--- config.mk ---
export PLATFORM = sky130hd
export DESIGN_NAME = alu_muldiv_flat
export DESIGN_NICKNAME = d
export VERILOG_FILES = /design/src/rtl/alu_pkg.sv /design/src/rtl/alu_muldiv_if.sv /design/src/rtl/alu_divstep.sv /design/src/rtl/alu_muldiv.sv /design/src/flat_wrapper.sv
export SDC_FILE = /design/constraint.sdc
export NUM_CORES = 1
export LEC_CHECK = 0
export ABC_AREA = 1
export CORE_MARGIN = 5
export CORE_UTILIZATION = 35
export DETAILED_ROUTE_END_ITERATION = 7
export HOLD_SLACK_MARGIN = 0.1
export PLACE_DENSITY = 0.54
export SLEW_MARGIN = 20
export SYNTH_ARGS = -nofsm -noshare
export SYNTH_HDL_FRONTEND = slang
export SYNTH_HIERARCHICAL = 1
export SYNTH_SLANG_ARGS = --single-unit
--- constraint.sdc ---
create_clock -name clk -period 5 [get_ports clk]
set_input_delay 1 -clock clk [delete_from_list [all_inputs] [get_ports clk]]
set_output_delay 1 -clock clk [all_outputs]
set_load 0.005 [all_outputs]
--- src/rtl/alu_pkg.sv ---
// Shared encodings for the multiply/divide unit and the EX-stage control that drives it.
package alu_pkg;

  typedef logic [2:0] op_t;

  localparam op_t OP_MULT  = 3'b000;
  localparam op_t OP_MULTU = 3'b001;
  localparam op_t OP_DIV   = 3'b010;
  localparam op_t OP_DIVU  = 3'b011;
  localparam op_t OP_MTHI  = 3'b100;
  localparam op_t OP_MTLO  = 3'b101;

  localparam logic [1:0] ST_IDLE = 2'd0;
  localparam logic [1:0] ST_RUN  = 2'd1;
  localparam logic [1:0] ST_FIX  = 2'd2;

  function automatic logic is_signed_op(input op_t op);
    return (op == OP_MULT) || (op == OP_DIV);
  endfunction

endpackage

--- src/rtl/alu_muldiv_if.sv ---
// Request/result bundle between EX-stage control and the multiply/divide unit.
interface alu_muldiv_if #(parameter int WIDTH = 32);
  logic             start;
  logic [2:0]       op;
  logic [WIDTH-1:0] a;
  logic [WIDTH-1:0] b;
  logic             flush;
  logic             busy;
  logic             done;
  logic             div_by_zero;
  logic [WIDTH-1:0] hi;
  logic [WIDTH-1:0] lo;

  modport master (output start, op, a, b, flush,
                  input  busy, done, div_by_zero, hi, lo);
  modport slave  (input  start, op, a, b, flush,
                  output busy, done, div_by_zero, hi, lo);
endinterface

--- src/rtl/alu_divstep.sv ---
// One restoring-divide step: shift in the next dividend bit and subtract if it fits.
module alu_divstep #(
  parameter int WIDTH = 32
) (
  input  logic [WIDTH-1:0] rem_i,
  input  logic             bit_i,
  input  logic [WIDTH-1:0] dvsr_i,
  output logic [WIDTH-1:0] rem_o,
  output logic             q_o
);
  logic [WIDTH:0] shifted;
  logic [WIDTH:0] diff;

  assign shifted = {rem_i, bit_i};
  assign diff    = shifted - {1'b0, dvsr_i};
  // rem_i < dvsr_i bounds diff below 2^WIDTH, so the top bit is a clean borrow.
  assign q_o     = ~diff[WIDTH];
  assign rem_o   = q_o ? diff[WIDTH-1:0] : shifted[WIDTH-1:0];
endmodule

--- src/rtl/alu_muldiv.sv ---
// Iterative MULT/MULTU/DIV/DIVU unit with architectural HI/LO; one bit per cycle.
module alu_muldiv
  import alu_pkg::*;
#(
  parameter int WIDTH = 32
) (
  input  logic           clk,
  input  logic           rst_n,
  alu_muldiv_if.slave    bus
);
  localparam int CW = $clog2(WIDTH);

  logic [1:0]         state_q, state_d;
  logic [CW-1:0]      cnt_q, cnt_d;
  logic [2*WIDTH-1:0] acc_q, acc_d;
  logic [WIDTH-1:0]   opb_q, opb_d;
  logic               is_div_q, is_div_d;
  logic               neg_q_q, neg_q_d;
  logic               neg_r_q, neg_r_d;
  logic [WIDTH-1:0]   hi_q, hi_d, lo_q, lo_d;
  logic               done_q, done_d;
  logic               dz_q, dz_d;

  logic               a_neg, b_neg;
  logic [WIDTH-1:0]   a_mag, b_mag;
  logic [WIDTH:0]     mul_sum;
  logic [WIDTH-1:0]   div_rem;
  logic               div_q;
  logic [2*WIDTH-1:0] prod;
  logic [WIDTH-1:0]   quo_s, rem_s;

  assign a_neg = is_signed_op(bus.op) & bus.a[WIDTH-1];
  assign b_neg = is_signed_op(bus.op) & bus.b[WIDTH-1];
  assign a_mag = a_neg ? -bus.a : bus.a;
  assign b_mag = b_neg ? -bus.b : bus.b;

  // acc holds {partial product, multiplier} for MUL and {remainder, dividend/quotient} for DIV.
  assign mul_sum = {1'b0, acc_q[2*WIDTH-1:WIDTH]} + (acc_q[0] ? {1'b0, opb_q} : '0);

  alu_divstep #(.WIDTH(WIDTH)) u_divstep (
    .rem_i  (acc_q[2*WIDTH-1:WIDTH]),
    .bit_i  (acc_q[WIDTH-1]),
    .dvsr_i (opb_q),
    .rem_o  (div_rem),
    .q_o    (div_q)
  );

  assign prod  = neg_q_q ? -acc_q : acc_q;
  assign quo_s = neg_q_q ? -acc_q[WIDTH-1:0] : acc_q[WIDTH-1:0];
  assign rem_s = neg_r_q ? -acc_q[2*WIDTH-1:WIDTH] : acc_q[2*WIDTH-1:WIDTH];

  always_comb begin
    state_d  = state_q;
    cnt_d    = cnt_q;
    acc_d    = acc_q;
    opb_d    = opb_q;
    is_div_d = is_div_q;
    neg_q_d  = neg_q_q;
    neg_r_d  = neg_r_q;
    hi_d     = hi_q;
    lo_d     = lo_q;
    done_d   = 1'b0;
    dz_d     = dz_q;
    case (state_q)
      ST_IDLE: begin
        if (bus.start && !bus.flush) begin
          dz_d = 1'b0;
          case (bus.op)
            OP_MULT, OP_MULTU, OP_DIV, OP_DIVU: begin
              if (bus.op[1] && (bus.b == '0)) begin
                lo_d   = '1;
                hi_d   = bus.a;
                dz_d   = 1'b1;
                done_d = 1'b1;
              end else begin
                state_d  = ST_RUN;
                cnt_d    = '0;
                is_div_d = bus.op[1];
                acc_d    = {{WIDTH{1'b0}}, a_mag};
                opb_d    = b_mag;
                neg_q_d  = a_neg ^ b_neg;
                neg_r_d  = a_neg;
              end
            end
            OP_MTHI: begin
              hi_d   = bus.a;
              done_d = 1'b1;
            end
            OP_MTLO: begin
              lo_d   = bus.a;
              done_d = 1'b1;
            end
            default: done_d = 1'b1;
          endcase
        end
      end
      ST_RUN: begin
        if (bus.flush) begin
          state_d = ST_IDLE;
        end else begin
          acc_d = is_div_q ? {div_rem, acc_q[WIDTH-2:0], div_q}
                           : {mul_sum, acc_q[WIDTH-1:1]};
          cnt_d = cnt_q + 1'b1;
          if (cnt_q == CW'(WIDTH-1)) state_d = ST_FIX;
        end
      end
      ST_FIX: begin
        state_d = ST_IDLE;
        if (!bus.flush) begin
          done_d = 1'b1;
          if (is_div_q) begin
            lo_d = quo_s;
            hi_d = rem_s;
          end else begin
            lo_d = prod[WIDTH-1:0];
            hi_d = prod[2*WIDTH-1:WIDTH];
          end
        end
      end
      default: state_d = ST_IDLE;
    endcase
  end

  always_ff @(posedge clk or negedge rst_n) begin
    if (!rst_n) begin
      state_q  <= ST_IDLE;
      cnt_q    <= '0;
      acc_q    <= '0;
      opb_q    <= '0;
      is_div_q <= 1'b0;
      neg_q_q  <= 1'b0;
      neg_r_q  <= 1'b0;
      hi_q     <= '0;
      lo_q     <= '0;
      done_q   <= 1'b0;
      dz_q     <= 1'b0;
    end else begin
      state_q  <= state_d;
      cnt_q    <= cnt_d;
      acc_q    <= acc_d;
      opb_q    <= opb_d;
      is_div_q <= is_div_d;
      neg_q_q  <= neg_q_d;
      neg_r_q  <= neg_r_d;
      hi_q     <= hi_d;
      lo_q     <= lo_d;
      done_q   <= done_d;
      dz_q     <= dz_d;
    end
  end

  assign bus.busy        = (state_q != ST_IDLE);
  assign bus.done        = done_q;
  assign bus.div_by_zero = dz_q;
  assign bus.hi          = hi_q;
  assign bus.lo          = lo_q;
endmodule

--- src/flat_wrapper.sv ---
// flat-port wrapper written by rule: the top's interface ports become plain ports
module alu_muldiv_flat import alu_pkg::*;
#(
  parameter int WIDTH = 32
)
  (clk, rst_n, bus_start, bus_op, bus_a, bus_b, bus_flush, bus_busy, bus_done, bus_div_by_zero, bus_hi, bus_lo);
  alu_muldiv_if #(.WIDTH(WIDTH)) bus_i ();
  input  logic clk;
  input  logic rst_n;
  input wire logic [$bits(bus_i.start)-1:0] bus_start;
  input wire logic [$bits(bus_i.op)-1:0] bus_op;
  input wire logic [$bits(bus_i.a)-1:0] bus_a;
  input wire logic [$bits(bus_i.b)-1:0] bus_b;
  input wire logic [$bits(bus_i.flush)-1:0] bus_flush;
  output wire logic [$bits(bus_i.busy)-1:0] bus_busy;
  output wire logic [$bits(bus_i.done)-1:0] bus_done;
  output wire logic [$bits(bus_i.div_by_zero)-1:0] bus_div_by_zero;
  output wire logic [$bits(bus_i.hi)-1:0] bus_hi;
  output wire logic [$bits(bus_i.lo)-1:0] bus_lo;
  assign bus_i.start = bus_start;
  assign bus_i.op = bus_op;
  assign bus_i.a = bus_a;
  assign bus_i.b = bus_b;
  assign bus_i.flush = bus_flush;
  assign bus_busy = bus_i.busy;
  assign bus_done = bus_i.done;
  assign bus_div_by_zero = bus_i.div_by_zero;
  assign bus_hi = bus_i.hi;
  assign bus_lo = bus_i.lo;
  alu_muldiv #(.WIDTH(WIDTH)) u_core (.clk(clk), .rst_n(rst_n), .bus(bus_i));
endmodule
== Yosys cells after proc, flatten, opt, wreduce, memory -nomap -nowiden ==
Cells that the tools add are included.

* Flip-flop bits (word level): 172
* Latch bits: 0
* Bits in writable memories: 0
* ROM bits: 0
* Output and inout bits: 67
* Word-level logic and storage cells: 100
* Memories: 0

* Add/sub/neg operators: 8
* Multiply operators: 0
* Divide/modulo/power cells: 0
* $lt $le $gt $ge: 0
* Equality and inequality tests: 17
* Shift operators: 0
* Multiplexer cells: 42
* Bitwise logic cells: 5
* Reduce and logical (&&, ||, !) cells: 17

{| class="wikitable"
|+ Operators by type and width
! cell !! count
|-
| 2-to-1 mux 32 bit || 14
|-
| 2-to-1 mux 64 bit || 6
|-
| case mux 32 bit (2 select lines) || 4
|-
| negator 32 bit || 4
|-
| case mux 64 bit (2 select lines) || 1
|-
| negator 64 bit || 1
|-
| adder 32 x 33 -> 33 bit || 1
|-
| subtractor 33 x 32 -> 33 bit || 1
|-
| zero test 32 bit || 1
|-
| 2-to-1 mux 5 bit || 4
|-
| AND reduction 5 bit || 3
|-
| 2-to-1 mux 2 bit || 5
|-
| case mux 5 bit (2 select lines) || 1
|-
| != test 2 bit, second input constant || 4
|-
| AND reduction 4 bit || 2
|-
| equality test 3 x 2 -> 1 bit, second input constant || 2
|-
| equality test 3 bit, second input constant || 2
|-
| != test 3 x 2 -> 1 bit, second input constant || 2
|-
| != test 3 bit, second input constant || 2
|-
| nonzero test 2 bit || 3
|-
| adder 5 x 1 -> 5 bit, second input constant || 1
|-
| equality test 5 bit, second input constant || 1
|-
| 2-to-1 mux 1 bit || 5
|-
| case mux 2 bit (2 select lines) || 1
|-
| 15 further kinds || 18
|}

== Logic depth before layout (Yosys ltp) ==
Gate-level depths: netlist of run 1.

* Word-level depth: 8
* Gate-level depth with buffers: 21

== Modules after synthesis ==
Netlist of run 1, hierarchy kept.

{| class="wikitable"
|+ Modules (own cells, without submodules)
! module !! instances !! cells an instance !! area each (sq um) !! seq. area each (sq um)
|-
| alu_muldiv || 1 || 2,488 || 14,770.4 || 4,304.1
|-
| alu_divstep || 1 || 680 || 3,150.5 || 0.0
|}

== Least setup slack after synthesis of run 1 ==
OpenSTA, ideal clock, no wires.

* Path kind: input to register
* From: in bus_b[0]
* To: reg u_core.lo_q[11] (netlist: u_core/bus.lo[11])
* Setup time: 0.127 ns
* Arrival: 2.420 ns
* Required time: 4.873 ns
* Slack: 2.453 ns
* Stages: 14
* Cells stage by stage: inv_1 -> ha_1 -> nand3_1 -> nor2_2 -> nand2_2 -> nor2_4 -> nand2_2 -> nand3_2 -> nand2_2 -> a21oi_4 -> inv_2 -> buf_6 -> nand2_1 -> nand2_1

* Word-level cells in the longest chain between the ends: 4

{| class="wikitable"
|+ Ends and longest elaborated chain
! element !! RTL line !! source
|-
| start: declaration || flat_wrapper.sv:13 || <nowiki>input wire logic [$bits(bus_i.b)-1:0] bus_b;</nowiki>
|-
| zero test 32 bit || alu_muldiv.sv:70 || <nowiki>if (bus.op[1] && (bus.b == '0)) begin</nowiki>
|-
| logical AND 1 bit || alu_muldiv.sv:70 ||
|-
| != test 3 x 2 -> 1 bit (no line) || -- ||
|-
| AND reduction 5 bit (no line) || -- ||
|-
| end signal: assignment || alu_muldiv.sv:146 || <nowiki>lo_q <= lo_d;</nowiki>
|-
| end: declaration || alu_muldiv.sv:20 || <nowiki>logic [WIDTH-1:0] hi_q, hi_d, lo_q, lo_d;</nowiki>
|}

No other way between the ends.
A chain may end at the register's enable or synchronous reset.

== Worst setup path after layout of run 1 ==
* From: reg u_core.acc_q[31]
* To: reg u_core.acc_q[53]

* Word-level cells in the longest chain between the ends: 5

{| class="wikitable"
|+ Ends and longest elaborated chain
! element !! RTL line !! source
|-
| start: declaration || alu_muldiv.sv:15 || <nowiki>logic [2*WIDTH-1:0] acc_q, acc_d;</nowiki>
|-
| start signal: assignment || alu_muldiv.sv:128 || <nowiki>acc_q <= '0;</nowiki>
|-
| start signal: assignment || alu_muldiv.sv:140 || <nowiki>acc_q <= acc_d;</nowiki>
|-
| subtractor 33 x 32 -> 33 bit || alu_divstep.sv:15 || <nowiki>assign diff = shifted - {1'b0, dvsr_i};</nowiki>
|-
| 2-to-1 mux 32 bit || alu_divstep.sv:18 || <nowiki>assign rem_o = q_o ? diff[WIDTH-1:0] : shifted[WIDTH-1:0];</nowiki>
|-
| via u_core.div_rem[21] || alu_muldiv.sv:27 || <nowiki>logic [WIDTH-1:0] div_rem;</nowiki>
|-
| 2-to-1 mux 64 bit || alu_muldiv.sv:101 || <nowiki>acc_d = is_div_q ? {div_rem, acc_q[WIDTH-2:0], div_q}</nowiki>
|-
| 2-to-1 mux 64 bit || alu_muldiv.sv:98 || <nowiki>if (bus.flush) begin</nowiki>
|-
| case mux 64 bit (2 select lines) || alu_muldiv.sv:64 || <nowiki>case (state_q)</nowiki>
|}

The timed path passes the listed nets, and every way through them passes these cells. The select of a mux whose other input is x is not followed.

==> results.md, run 1 <==
- Die ar.: 55800 um^2
- Period utilization: 69.2%
- Final Instance Area: 20500 um^2
- Total core area: 51000 um^2
- Yosys top cell by area: dfrtp_1
- Lkg Pwr: 0.0108 uW
- Hold Crit Class: reg2reg
- Clk sinks: 172
- WL/cell: 19.9 um
- Hpwl dp: 64000 um
- Synth area leaders: dfrtp_1 (24%), nand2_1 (24%), nor2_1 (8.9%), inv_1 (8.7%), nand3_1 (6.4%)
- TritonCTS Buffers: 17
- WP data required: 5430 ps
- Number of max-cap violations: 0
- Initial antenna violation count: 0
- Placed Area: 19900 um^2
- Starting Density: 35.1%
- Max-slew headroom at the worst pin: 31.2%
- Max stage delay on crit path: 620 ps
- Mapped cell area: 17900 um^2
- Nets: 3397
- Hold violation count in the final report: 0
- Die H: 236 um
- # setup viols final: 0
- Fin util: 40.1%
- Rows: 83
- Worst setup SP type: register
- Yosys top cell area share: 24.0%
- Syn_nets: 3311
- Via Count: 20700
- Initial DRC Count: 1904
- YS warnings: 6
- PwrDens: 507 nW/um^2
- Die Wd: 236 um
- Sum Neg Setup Slack: 0 ps
- CTS root buf: clkbuf_16
- Post-Route Skew: 18.6 ps
- Largest net degree at the start of global routing: 107
- Mapped Cells: 3168
- Vias in the first global route: 19800
- Initial DRT Pass Iterations: 7
- Register area share after synthesis: 24.0%
- Final worst path period need: 3460 ps
- Final hold slack: 475 ps
- F_max: 289 MHz
- Hold-fix buffers, CTS: 0
- Slowest cell on the critical path: dfrtp_1
- CP max FO: 33
- Hold Startpoint: u_core/bus.lo[15]
- CP top delay family: simple AND/OR/NAND/NOR gates
- Buf/Inv on CP: 2
- Async set-reset flop share out of synthesis: 100%
- H-tree levels: 4
- Vias per cell: 5.24
- Share of layout cells above drive strength 1: 3.37%
- Max rail drop VDD: 326 uV
- Area grow syn2layout: 14.1%
- Status: complete, no violations
- RR Startpoint: u_core/acc_q[31]
- DRC: 0
- WHS Path Cells: 2
- RSZ-0062 raised after global routing: false
- Clock group share of total power: 13.1%
- Combinational share of power: 62.4%
- Ys flop type: dfrtp_1
- Power Total: 10400 uW
- Netlist cell types: 51
- Post-CTS Setup Bufs: 0
- I/O pins: 138
- Skew-Pair Late Insertion Delay: 500 ps
- CP endpoint kind: register
- R2R Setup Slk: 1540 ps
- Internal power: 4740 uW
- R2r endpoint: u_core/acc_q[53]
- Total wire length: 78500 um
- Top cell by count, worst path: nand2_1
- Grt total ovfl: 0
- WHS Endpoint: u_core/bus.lo[15]
- Sw Ratio: 54.4%
- Diode count: 0
- TritonCTS clock tree: built
- First-pass GRT wire length: 118000 um
- Crit Path Class: reg2reg
- Worst-path cell chain: inv_1 -> ha_1 -> fa_1 -> inv_1 -> nand2_1 -> nand2_1 -> nand3_1 -> nand2_2 -> nand2_1 -> nand2_2 -> nand2_2 -> nand2_2 -> nand2_2 -> nand2_4 -> nand2_1 -> nand2_1 -> nor2_1 -> nor2_1 -> nand2_1 -> nand2_1
- Synthesized area per cell: 5.66 um^2
- CTS resizes: 0
- Routability Congestion: 0.994
- Detail Route Antenna Nets: 0
- Clock Path Buffers: 2
- Slew @ Worst Pin: 1030 ps
- Crit. Startpoint: u_core/acc_q[31]
- Count of input and output buffers: 137
- Net Sw Power: 5640 uW
- Synth Register Bits: 172
- Max Slew Vio Count: 0
- CTS clk-pin slew, worst paths: 70 ps
- Filler Cell Count: 5767
- Reg power frac: 24.6%
- Crit path DAT: 3890 ps
- Global Route Usage Sum: 27.2%
- Logic depth of the worst register-to-register path: 20
- Number of flops mapped to enable cells by yosys: 0
-- logic make-up (layout without fill, tap and decap cells) --
logic type,after synthesis,after routing,share of synthesized area (%)
xor+xnor,66,66,3.23
compound gates,424,424,13.0
flops,172,172,24.0
buf+inv,527,626,11.7
mux,1,1,0.0559
fa+ha+maj,72,72,5.11
simple gates,1906,1906,42.9
-- state kept, by name, indices dropped and copies added, names as in the netlist, 2 cells and up --
signal and flops:
u_core/bus.lo 32, u_core/opb_q 32, u_core/state_q 2, u_core/cnt_q 5, u_core/bus.hi 32, u_core/acc_q 64
-- Yosys cell counts (3+ instances only) --
cell type  instances
nor3_1            42
nand2_2           12
inv_1            416
dfrtp_1          172
buf_2             16
xnor2_1            8
nor2_2             5
nor2_1           424
buf_6              9
nand3_1          229
buf_1             11
inv_2             13
a21boi_1          19
o21ai_1           32
nand4_1           20
o22ai_1            5
o21bai_1           9
nand3b_1           7
o21ai_0          170
or2_2              8
o31ai_1           16
a21oi_1          146
and2_1             6
nand2_1         1143
clkbuf_1          52
ha_1              70
xor2_1            58
clkinv_1           3
o211ai_1           8
buf_4              7
nor4_1             3
-- cell type report --
type	count	area, um^2	share of cell area, %
clock buffers	19	433	2.12
flip-flops and latches	172	4310	21.1
multi-input cells	2469	11500	56.4
inverters	432	1620	7.94
clock inverters	13	128	0.624
well taps	680	851	4.16
repair buffers	162	1580	7.70
-- cells in the final DEF, fill, tap and decap left out, types with 6 or more instances in the layout --
cell             count
a21boi_1            19
a21oi_1            146
and2_1               6
buf_4               24
clkbuf_16           17
clkdlybuf4s50_1    136
dfrtp_1            170
ha_1                70
inv_1              415
inv_2               13
inv_6                6
nand2_1           1142
nand2_2             13
nand3_1            229
nand3b_1             7
nand4_1             20
nor2_1             423
nor3_1              42
o211ai_1             8
o21ai_0            170
o21ai_1             32
o21bai_1             9
o31ai_1             16
or2_2                8
xnor2_1              8
xor2_1              58
-- worst min-delay path, cell delays in order (launching register included) --
cell	delay, ps
dfrtp_1	350
nand2_1	50
nand2_1	40
-- power by group through the flow --
stage | Sequential (uW) | Combinational [uW] | Clock, uW
floorplan | 2240 | 4380 | 0
global placement | 2560 | 6380 | 0
detailed placement | 2570 | 6410 | 0
CTS | 2540 | 6440 | 1400
global route | 2590 | 7240 | 1430
finish | 2550 | 6470 | 1360
-- worst max-delay path by stage --
| stage | end | slack [ps] | cells after the start |
|---|---|---|---|
| global placement | u_core/bus.lo[13] | 1290 | 15 |
| finish | u_core/acc_q[53] | 1540 | 20 |
| floorplan | u_core/bus.lo[11] | 2450 | 14 |
| global route | u_core/acc_q[53] | 1250 | 20 |
| CTS | u_core/acc_q[53] | 1500 | 20 |
| detailed placement | u_core/bus.lo[21] | 1250 | 15 |
-- per-stage QoR --
stage,worst slack (ps),instances
2_1_floorplan,2450,3168
3_3_place_gp,1290,3915
3_5_place_dp,1250,3915
4_1_cts,1500,3947
5_1_grt,1250,3947
6_report,1540,3947
-- metal layers --
layer	global-route usage [%]	wire [um]
met4	13.6	4270
met3	4.14	4730
met1	34.1	32800
met2	45.7	36700
met5	0	0
(Power assumes the default switching activity.)
==> run 2: changes to the inputs <==
- PLACE_DENSITY: 0.54 -> 0.56
- clock period: 5 -> 2.75 ns (I/O delays scaled with it)
==> run 2 against run 1 <==
Effect of this change:
- combinational power grew 130%
- core utilization grew 4.4 points
- non-clock buffer count grew 218
- global-route usage grew 0.27 points
- via count grew 2.8%
- sequential power grew 68%
- clock power grew 86%
- first-iteration DRC count grew 6.0%
- final cell count grew 5.6%
- critical endpoint is now u_core/acc_q[43]
- largest power group unchanged
==> results.md, run 2 (synthesized netlist as in run 1, its figures left out) <==
- Via Count: 21300 (+2.8%)
- Rows: 83 (unchanged)
- CP Depth: 19 (-5.0%)
- Crit path to: u_core/acc_q[43]
- Net Sw Power: 11000 uW (+95%)
- Worst setup SP type: register
- Vias per cell: 5.10 (-2.6%)
- Slew @ Worst Pin: 649 ps (-384 ps)
- PwrDens: 941 nW/um^2 (+86%)
- DRC: 0 (unchanged)
- Largest reg by FF count: u_core/acc_q
- Filler Cell Count: 5623 (-2.5%)
- Number of max-cap violations: 0 (unchanged)
- Diode count: 0 (unchanged)
- Count of input and output buffers: 137 (unchanged)
- Max stage delay on crit path: 420 ps (-200 ps)
- Initial antenna violation count: 0 (unchanged)
- Total wire length: 78900 um (+0.43%)
- Skew-Pair Late Insertion Delay: 490 ps (about the same)
- H-tree levels: 4 (unchanged)
- Routability Congestion: 1.03 (+3.7%)
- Fin util: 44.5% (+4.4 points)
- Final worst path period need: 2640 ps (-820 ps)
- Total core area: 51000 um^2 (unchanged)
- I/O pins: 138 (unchanged)
- Vias in the first global route: 19900 (+0.66%)
- GRT met2 Usage: 45.8% (+0.12 points)
- Internal power: 10400 uW (+120%)
- Combinational share of power: 68.1% (+5.7 points)
- Layer with the highest usage: met2
- Commonest non-fill, non-tap cell in the layout: nand2_1
- TritonCTS Buffers: 17 (unchanged)
- Crit Path Class: reg2reg
- Logic depth of the worst register-to-register path: 19 (-5.0%)
- CTS clk-pin slew, worst paths: 70 ps (about the same)
- Post-Place Cells: 4124 (+5.3%)
- Initial DRC Count: 2019 (+6.0%)
- Reg power frac: 20.0% (-4.6 points)
- Buf/Inv on CP: 4 (+2)
- Die Wd: 236 um (unchanged)
- Largest net degree at the start of global routing: 73 (-32%)
- Crit path DAT: 3010 ps (-880 ps)
- CP top delay family: simple AND/OR/NAND/NOR gates
- Final non-filler cell total: 4167 (+5.6%)
- Period utilization: 95.9% (+27 points)
- Detail Route Antenna Nets: 0 (unchanged)
- Worst-path cell chain: inv_1 -> ha_1 -> nand2_1 -> inv_1 -> nand2_1 -> inv_1 -> a21oi_2 -> nand2_2 -> nand2_4 -> nand2_4 -> nand2_4 -> nand2_8 -> buf_6 -> nand2_1 -> nand2_1 -> nor2_2 -> nor2_1 -> o21ai_1 -> o21ai_0
- Number of flip-flops in the largest register: 64 (unchanged)
- Max-slew headroom at the worst pin: 56.4% (+25 points)
- WP data required: 3120 ps (-2310 ps)
- CTS root buf: clkbuf_16
- Slowest cell on the critical path: dfrtp_1
- Most frequent cells in the layout: nand2_1 (1128), nor2_1 (419), inv_1 (407)
- Hold Crit Class: reg2reg
- RR Startpoint: u_core/opb_q[12]
- WL/cell: 18.9 um (-4.9%)
- Met3 usage: 3.76% (-0.37 points)
- Hpwl dp: 65200 um (+1.8%)
- Area grow syn2layout: 26.6%
- Clock group share of total power: 11.8% (-1.3 points)
- Share of layout cells above drive strength 1: 11.2% (+7.8 points)
- TritonCTS clock tree: built
- Global Route Usage Sum: 27.5% (+0.27 points)
- Power Total: 21400 uW (+110%)
- Initial DRT Pass Iterations: 6 (-1)
- GR Util met1: 35.7% (+1.7 points)
- Nets: 3617 (+6.5%)
- Sw Ratio: 51.4% (-3.0 points)
- R2R Setup Slk: 110 ps (-1430 ps)
- Clock Path Buffers: 2 (unchanged)
- Starting Density: 35.1% (unchanged)
- Post-Route Skew: 13.5 ps (-5.14 ps)
- Max Slew Vio Count: 0 (unchanged)
- CP endpoint kind: register
- R2r endpoint: u_core/acc_q[43]
- Max rail drop VDD: 600 uV (+84%)
- Hold violation count in the final report: 0 (unchanged)
- F_max: 379 MHz (+31%)
- Die H: 236 um (unchanged)
- Crit. Startpoint: u_core/opb_q[12]
- Status: complete, no violations
- Grt total ovfl: 0 (unchanged)
- First-pass GRT wire length: 119000 um (+1.0%)
- Die ar.: 55800 um^2 (unchanged)
- CP max FO: 8 (-76%)
- # setup viols final: 0 (unchanged)
- Clk sinks: 172 (unchanged)
- Lkg Pwr: 0.0120 uW (+11%)
- Top cell by count, worst path: nand2_1
[run 2: per-layer routing]
metal,share of wire [%],wire (um)
met1,42,33400
met2,47,37000
met3,6.1,4830
met4,4.6,3640
met5,0,0
[run 2: repair_timing]
item	4_1_cts	5_1_grt
pin swaps	2	20
gates cloned	1	1
endpoints found under the setup margin	9	38
resized for setup	5	81
hold buffers	1	0
setup buffers	1	7
hold endpoints to repair	29	0
[run 2: power by group through the flow]
stage / Sequential [uW] / Clock, uW / Combinational (uW)
floorplan: 4080 / 0 / 7970
global placement: 4270 / 0 / 13600
global route: 4350 / 2700 / 16000
CTS: 4230 / 2600 / 13800
finish: 4280 / 2530 / 14600
detailed placement: 4260 / 0 / 13600
[run 2: worst min-delay path by stage]
stage	start	to	slack, ps	cells past startpoint
2_1_floorplan	rst_n	u_core/acc_q[0]	250	0
3_3_place_gp	u_core/bus.lo[26]	u_core/bus.lo[26]	460	2
3_5_place_dp	u_core/bus.lo[26]	u_core/bus.lo[26]	460	2
4_1_cts	u_core/bus.lo[26]	u_core/bus.lo[26]	480	2
5_1_grt	u_core/bus.lo[24]	u_core/bus.lo[24]	490	2
6_report	u_core/bus.lo[5]	u_core/bus.lo[5]	470	2
[run 2: stage by stage]
step | area, um^2 | hold slack, ps | TNS [ps] | setup WS, ps
finish | 22700 | 472 | 0 | 112
global route | 22700 | 489 | -157 | -26.2
CTS | 22300 | 479 | 0 | 23.1
detailed placement | 21700 | 462 | -3980 | -91.4
global placement | 21700 | 456 | -1540 | -52.8
floorplan | 17900 | 254 | 0 | 290
[run 2: area by class of cell]
cell class / count / area (um^2) / share of cell area [%]
clock buffer: 17 / 425 / 1.87
clock inverter: 15 / 161 / 0.711
inverter: 432 / 1620 / 7.15
multi-input combinational: 2471 / 11900 / 52.3
sequential: 172 / 4320 / 19.0
tap: 680 / 851 / 3.75
timing repair buffer: 380 / 3440 / 15.2
[run 2: tightest hold or removal path, delay by kind of cell, from the launching register on]
family / cells / cell delay, ps
flops: 1 / 350
simple gates: 2 / 90
